`config.mk`:
```
export PLATFORM = sky130hd
export DESIGN_NAME = sram_word_ctrl_flat
export DESIGN_NICKNAME = d
export VERILOG_FILES = /design/src/rtl/sram_word_ctrl_if.sv /design/src/rtl/sram_word_ctrl.sv /design/src/flat_wrapper.sv
export SDC_FILE = /design/constraint.sdc
export NUM_CORES = 1
export LEC_CHECK = 0
export CAP_MARGIN = 5
export CORE_ASPECT_RATIO = 1.2
export CORE_MARGIN = 1
export CORE_UTILIZATION = 30
export CTS_CLUSTER_DIAMETER = 80
export DETAILED_ROUTE_END_ITERATION = 6
export PLACE_DENSITY = 0.73
export SYNTH_ARGS = -nofsm -noshare
export SYNTH_HDL_FRONTEND = slang
export SYNTH_SLANG_ARGS = --single-unit
```
`constraint.sdc`:
```
create_clock -name clk -period 2.4 [get_ports clk]
set_input_delay 0.36 -clock clk [delete_from_list [all_inputs] [get_ports clk]]
set_output_delay 0.36 -clock clk [all_outputs]
set_load 0.01 [all_outputs]
```
`src/rtl/sram_word_ctrl_if.sv`:
```
// Bus bundle between the MEM stage, the word sequencer and the 16-bit SRAM pads.
// slave  : the sequencer (sram_word_ctrl).
// master : whatever drives requests and models the SRAM (pipeline + pad side).
interface sram_word_ctrl_if;
    // MEM-stage request/response
    logic        rd_en;
    logic        wr_en;
    logic [31:0] address;
    logic [31:0] write_data;
    logic [31:0] read_data;
    logic        ready;
    // SRAM pad side
    logic [17:0] sram_addr;
    logic [15:0] sram_dq_out;
    logic        sram_dq_oe;
    logic [15:0] sram_dq_in;
    logic        sram_we_n;
    logic        sram_oe_n;
    logic        sram_ce_n;

    modport slave (
        input  rd_en, wr_en, address, write_data, sram_dq_in,
        output read_data, ready,
               sram_addr, sram_dq_out, sram_dq_oe, sram_we_n, sram_oe_n, sram_ce_n
    );

    modport master (
        output rd_en, wr_en, address, write_data, sram_dq_in,
        input  read_data, ready,
               sram_addr, sram_dq_out, sram_dq_oe, sram_we_n, sram_oe_n, sram_ce_n
    );
endinterface

```
`src/rtl/sram_word_ctrl.sv`:
```
// sram_word_ctrl: splits one 32-bit load/store into two half-word accesses on a
// 16-bit asynchronous SRAM, each held for WAIT_CYCLES cycles, and stalls the
// pipeline through `ready` meanwhile.
// Optional build macro SRAM_ADDR_OFFSET_EN: rebases byte address 1024 to SRAM word 0.
module sram_word_ctrl #(
    parameter int WAIT_CYCLES = 2   // cycles per half-word phase, 1..15
) (
    input  logic            clk,
    input  logic            reset,  // synchronous, active-high
    sram_word_ctrl_if.slave bus
);

    typedef enum logic [1:0] {IDLE, LOW, HIGH, DONE} state_t;

    localparam logic [3:0] LAST_CNT = 4'(WAIT_CYCLES - 1);

    state_t      state_q, state_d;
    logic [3:0]  cnt_q, cnt_d;
    logic        op_q, op_d;          // 1 = write
    logic [31:0] read_data_q, read_data_d;

    logic [31:0] wa;
    logic        phase_high;
    logic        unused_wa_bits;

    // Word address; the low two byte-address bits never reach the SRAM.
`ifdef SRAM_ADDR_OFFSET_EN
    assign wa = (bus.address - 32'd1024) >> 2;
`else
    assign wa = bus.address >> 2;
`endif
    assign unused_wa_bits = ^{wa[31:17], bus.address[1:0]};

    // State register: only the reset path and the next-state logic touch these flops.
    always_ff @(posedge clk) begin
        // NOTE: sequential state uses <= so every flop samples pre-edge values.
        if (reset) begin
            state_q     <= IDLE;
            cnt_q       <= '0;
            op_q        <= 1'b0;
            read_data_q <= '0;
        end else begin
            state_q     <= state_d;
            cnt_q       <= cnt_d;
            op_q        <= op_d;
            read_data_q <= read_data_d;
        end
    end

    // Next-state: phase sequencing, op latch, and half-word read captures.
    always_comb begin
        // NOTE: hold-value defaults first, so no path leaves a signal unassigned (no latch).
        state_d     = state_q;
        cnt_d       = cnt_q;
        op_d        = op_q;
        read_data_d = read_data_q;
        case (state_q)
            IDLE: begin
                if (bus.wr_en || bus.rd_en) begin
                    state_d = LOW;
                    cnt_d   = '0;
                    op_d    = bus.wr_en;   // write wins when both are raised
                end
            end
            LOW: begin
                if (cnt_q == LAST_CNT) begin
                    state_d = HIGH;
                    cnt_d   = '0;
                    if (!op_q) read_data_d[15:0] = bus.sram_dq_in;
                end else begin
                    cnt_d = cnt_q + 4'd1;
                end
            end
            HIGH: begin
                if (cnt_q == LAST_CNT) begin
                    state_d = DONE;
                    cnt_d   = '0;
                    if (!op_q) read_data_d[31:16] = bus.sram_dq_in;
                end else begin
                    cnt_d = cnt_q + 4'd1;
                end
            end
            DONE:    state_d = IDLE;
            default: state_d = IDLE;
        endcase
    end

    // SRAM pins: driven only during the LOW/HIGH phases, idle-high strobes otherwise.
    always_comb begin
        phase_high      = (state_q == HIGH);
        bus.sram_addr   = '0;
        bus.sram_dq_out = '0;
        bus.sram_dq_oe  = 1'b0;
        bus.sram_we_n   = 1'b1;
        bus.sram_oe_n   = 1'b1;
        bus.sram_ce_n   = 1'b1;
        if (state_q == LOW || state_q == HIGH) begin
            bus.sram_ce_n = 1'b0;
            bus.sram_addr = {wa[16:0], phase_high};
            if (op_q) begin
                bus.sram_dq_oe  = 1'b1;
                bus.sram_we_n   = 1'b0;
                bus.sram_dq_out = phase_high ? bus.write_data[31:16] : bus.write_data[15:0];
            end else begin
                bus.sram_oe_n = 1'b0;
            end
        end
    end

    // Pipeline handshake: a fresh request drops ready in the cycle it appears.
    assign bus.ready     = (state_q == IDLE && !bus.rd_en && !bus.wr_en) || (state_q == DONE);
    assign bus.read_data = read_data_q;

endmodule

```
`src/flat_wrapper.sv`:
```
// flat-port wrapper written by rule: the top's interface ports become plain ports
module sram_word_ctrl_flat 
#(
    parameter int WAIT_CYCLES = 2                                       
)
  (clk, reset, bus_rd_en, bus_wr_en, bus_address, bus_write_data, bus_sram_dq_in, bus_read_data, bus_ready, bus_sram_addr, bus_sram_dq_out, bus_sram_dq_oe, bus_sram_we_n, bus_sram_oe_n, bus_sram_ce_n);
  sram_word_ctrl_if bus_i ();
  input  logic clk;
  input  logic reset;
  input wire logic [$bits(bus_i.rd_en)-1:0] bus_rd_en;
  input wire logic [$bits(bus_i.wr_en)-1:0] bus_wr_en;
  input wire logic [$bits(bus_i.address)-1:0] bus_address;
  input wire logic [$bits(bus_i.write_data)-1:0] bus_write_data;
  input wire logic [$bits(bus_i.sram_dq_in)-1:0] bus_sram_dq_in;
  output wire logic [$bits(bus_i.read_data)-1:0] bus_read_data;
  output wire logic [$bits(bus_i.ready)-1:0] bus_ready;
  output wire logic [$bits(bus_i.sram_addr)-1:0] bus_sram_addr;
  output wire logic [$bits(bus_i.sram_dq_out)-1:0] bus_sram_dq_out;
  output wire logic [$bits(bus_i.sram_dq_oe)-1:0] bus_sram_dq_oe;
  output wire logic [$bits(bus_i.sram_we_n)-1:0] bus_sram_we_n;
  output wire logic [$bits(bus_i.sram_oe_n)-1:0] bus_sram_oe_n;
  output wire logic [$bits(bus_i.sram_ce_n)-1:0] bus_sram_ce_n;
  assign bus_i.rd_en = bus_rd_en;
  assign bus_i.wr_en = bus_wr_en;
  assign bus_i.address = bus_address;
  assign bus_i.write_data = bus_write_data;
  assign bus_i.sram_dq_in = bus_sram_dq_in;
  assign bus_read_data = bus_i.read_data;
  assign bus_ready = bus_i.ready;
  assign bus_sram_addr = bus_i.sram_addr;
  assign bus_sram_dq_out = bus_i.sram_dq_out;
  assign bus_sram_dq_oe = bus_i.sram_dq_oe;
  assign bus_sram_we_n = bus_i.sram_we_n;
  assign bus_sram_oe_n = bus_i.sram_oe_n;
  assign bus_sram_ce_n = bus_i.sram_ce_n;
  sram_word_ctrl #(.WAIT_CYCLES(WAIT_CYCLES)) u_core (.clk(clk), .reset(reset), .bus(bus_i));
endmodule
```
==> results_dict.tcl <==
set metrics [dict create \
    cp.required_ns 2.04 \
    switching_share_pct 33.4 \
    rows 32 \
    nFillCells 595 \
    worstPathMaxFanout 18 \
    synth_area_per_cell_um2 8.89 \
    rsz0062_at_grt "yes" \
    tns_ns 0 \
    grt-ovfl-total 0 \
    intPower_uw 1750 \
    gp_congestion 0.761 \
    drtIter0Drc 26 \
    final_util_pct 56.2 \
    antenna_left 0 \
    path_delay_family "buffers and inverters" \
    cts_root_buf "clkbuf_8" \
    cp.buffers_inverters 3 \
    post-place-ws_ns 0.232 \
    yosysSeqAreaShare_pct 38.5 \
    wl_per_cell_um 12.5 \
    grt_pass1_vias 2017 \
    grt_pass1_wl_um 8740 \
    clk_pin_slew_ns 0.07 \
    syn-cell-area_mm2 0.00203 \
    pin_count 155 \
    synth_seq_cells 39 \
    p_sw_uw 874 \
    worst_setup_path_start_kind "flip-flop" \
    synthDistinctLibCells 34 \
    grt.total_usage_pct 15.4 \
    clockPowerShare_pct 15.8 \
    wl_um 5660 \
    fin_ws_ns 0.0646 \
    synth_edf_count 0 \
    die-area_mm2 0.00709 \
    viasPerCell 4.47 \
    setup_viol 0 \
    antenna_found_initial 0 \
    cts_tree "done" \
    die_width_um 77.0 \
    status "complete, no violations" \
    cts.sinks 39 \
    layout_common_cells "clkdlybuf4s50_1, nand2_1, mux2i_1" \
    diodes 0 \
    p_leak_uw 0.00165 \
    finalCritPeriodShare_pct 97.3 \
    crit_arrival_ns 1.98 \
    layout_commonest_cell "clkdlybuf4s50_1" \
    endpoint_kind "output port" \
    crit_chain "inv_1, ha_1, nand2_1, buf_4, nor2_1, clkdlybuf4s50_1" \
    synthFlopType "dfxtp_1" \
    fin_crit_ns 2.34 \
    fin_skew_ns 0.00604 \
    io_buffers 139 \
    drv_cap 0 \
    pwr-share-comb_pct 55.7 \
    path_class "reg -> out" \
    postSynthCellCount 228 \
    vias 2030 \
    cts_made_buffers 5 \
    grt_max_degree 52 \
    slowest_delay_ns 0.54 \
    hold_ws_ns 0.456 \
    hp-class "reg -> reg" \
    core_mm2 0.00649 \
    relSlewSlack_pct 68.9 \
    fmax_mhz 428 \
    multi_input_area_mm2 0.00116 \
    clock_path_buffers 2 \
    slew_viol_final 0 \
    die_y_um 92.0 \
    crit_path_top_delay_cell "clkdlybuf4s50_1" \
    drive_gt1_share_pct 5.42 \
    drt_first_pass_iters 4 \
    drc 0 \
    synth_nets 319 \
    vdd_drop_max_v 0.000470 \
    ff_latch_area_um2 781 \
    finalHoldViolations 0 \
    pwr-share-seq_pct 28.5 \
    yosysWarnings 0 \
    synthArstFlopShare_pct 0 \
    hpwl_um 4370 \
    nets 459 \
    start_util_pct 31.2 \
    htreeDepth 2 \
    worst_pin_slew_ns 0.467 \
    clk_latency_ns 0.28 \
    area_growth_pct 79.8 \
    pwr_density_cell_mw_per_mm2 719 \
]
Yosys cell counts, drive strengths merged (2+ instances only):
master / number / area share (%)
and2: 19 / 5.9
buf: 4 / 1.6
clkbuf: 8 / 1.5
dfxtp: 39 / 39
ha: 7 / 4.3
inv: 6 / 1.1
mux2i: 49 / 24
nand2: 53 / 9.9
nand3: 2 / 0.49
nor2: 19 / 3.5
or2: 2 / 0.62
area by class of cell:
class | count | area share (%)
Clock inverter | 1 | 0.137
Clock buffer | 7 | 2.09
Timing Repair Buffer | 145 | 40.7
Sequential cell | 39 | 21.4
Tap cell | 85 | 2.92
Multi-Input combinational cell | 170 | 32.0
Inverter | 7 | 0.721
per-stage QoR:
stage	cell area, µm²	total power [µW]	std cells
2_1_floorplan	2030	1510	228
3_3_place_gp	3520	2220	446
3_5_place_dp	3520	2220	446
4_1_cts	3600	2660	454
5_1_grt	3640	2810	454
6_report	3640	2620	454
power groups by stage:
stage	Clock (µW)	Combinational (µW)	Sequential (µW)
2_1_floorplan	0	748	766
3_3_place_gp	0	1460	759
3_5_place_dp	0	1460	763
4_1_cts	435	1470	748
5_1_grt	464	1590	755
6_report	414	1460	747
path summary, 6_finish.rpt:
kind / startpoint / to / slack (ns) / cells after the start
setup / recovery: u_core.state_q[1] / bus_sram_dq_out[0] / 0.06 / 6
hold reg to reg: u_core.bus.read_data[3] / u_core.bus.read_data[3] / 0.46 / 2
setup reg to reg: u_core.state_q[1] / u_core.cnt_q[2] / 0.58 / 6
hold / removal: u_core.bus.read_data[3] / u_core.bus.read_data[3] / 0.46 / 2
state kept, by name, summed over array words and instances, names as in the netlist:
name                  flops
u_core.op_q               1
u_core.state_q            2
u_core.cnt_q              4
u_core.bus.read_data     32
routing by layer:
layer	up-vias	routed length (µm)	track usage (%)
met5	-	0	0
met4	0	48	3.77
met3	5	621	6.47
met2	106	2820	28.2
met1	891	2170	16.1
li1	1028	-	-
logic make-up after synthesis:
logic type               after synthesis  synth area share (%)
AND/OR/NAND/NOR                      103                  24.2
buffers and inverters                 19                  4.38
adder cells (fa/ha/maj)                7                  4.32
AO/OA/AOI/OAI                         10                  3.64
multiplexers                          50                  24.9
flip-flops                            39                  38.5
worst register-to-register path, stage by stage, from the launching register on:
cell	delay (ns)
dfxtp_1	0.37
inv_1	0.11
ha_1	0.32
buf_6	0.17
nor2b_1	0.27
nand3b_1	0.19
o311ai_0	0.30
repair_timing:
item | CTS | global route
endpoints found under the setup margin | 0 | 29
buffers inserted | 0 | 0
hold buffers | 0 | 0
gates resized for setup | 0 | 16
Note: power is estimated with default switching activity, not from simulation.
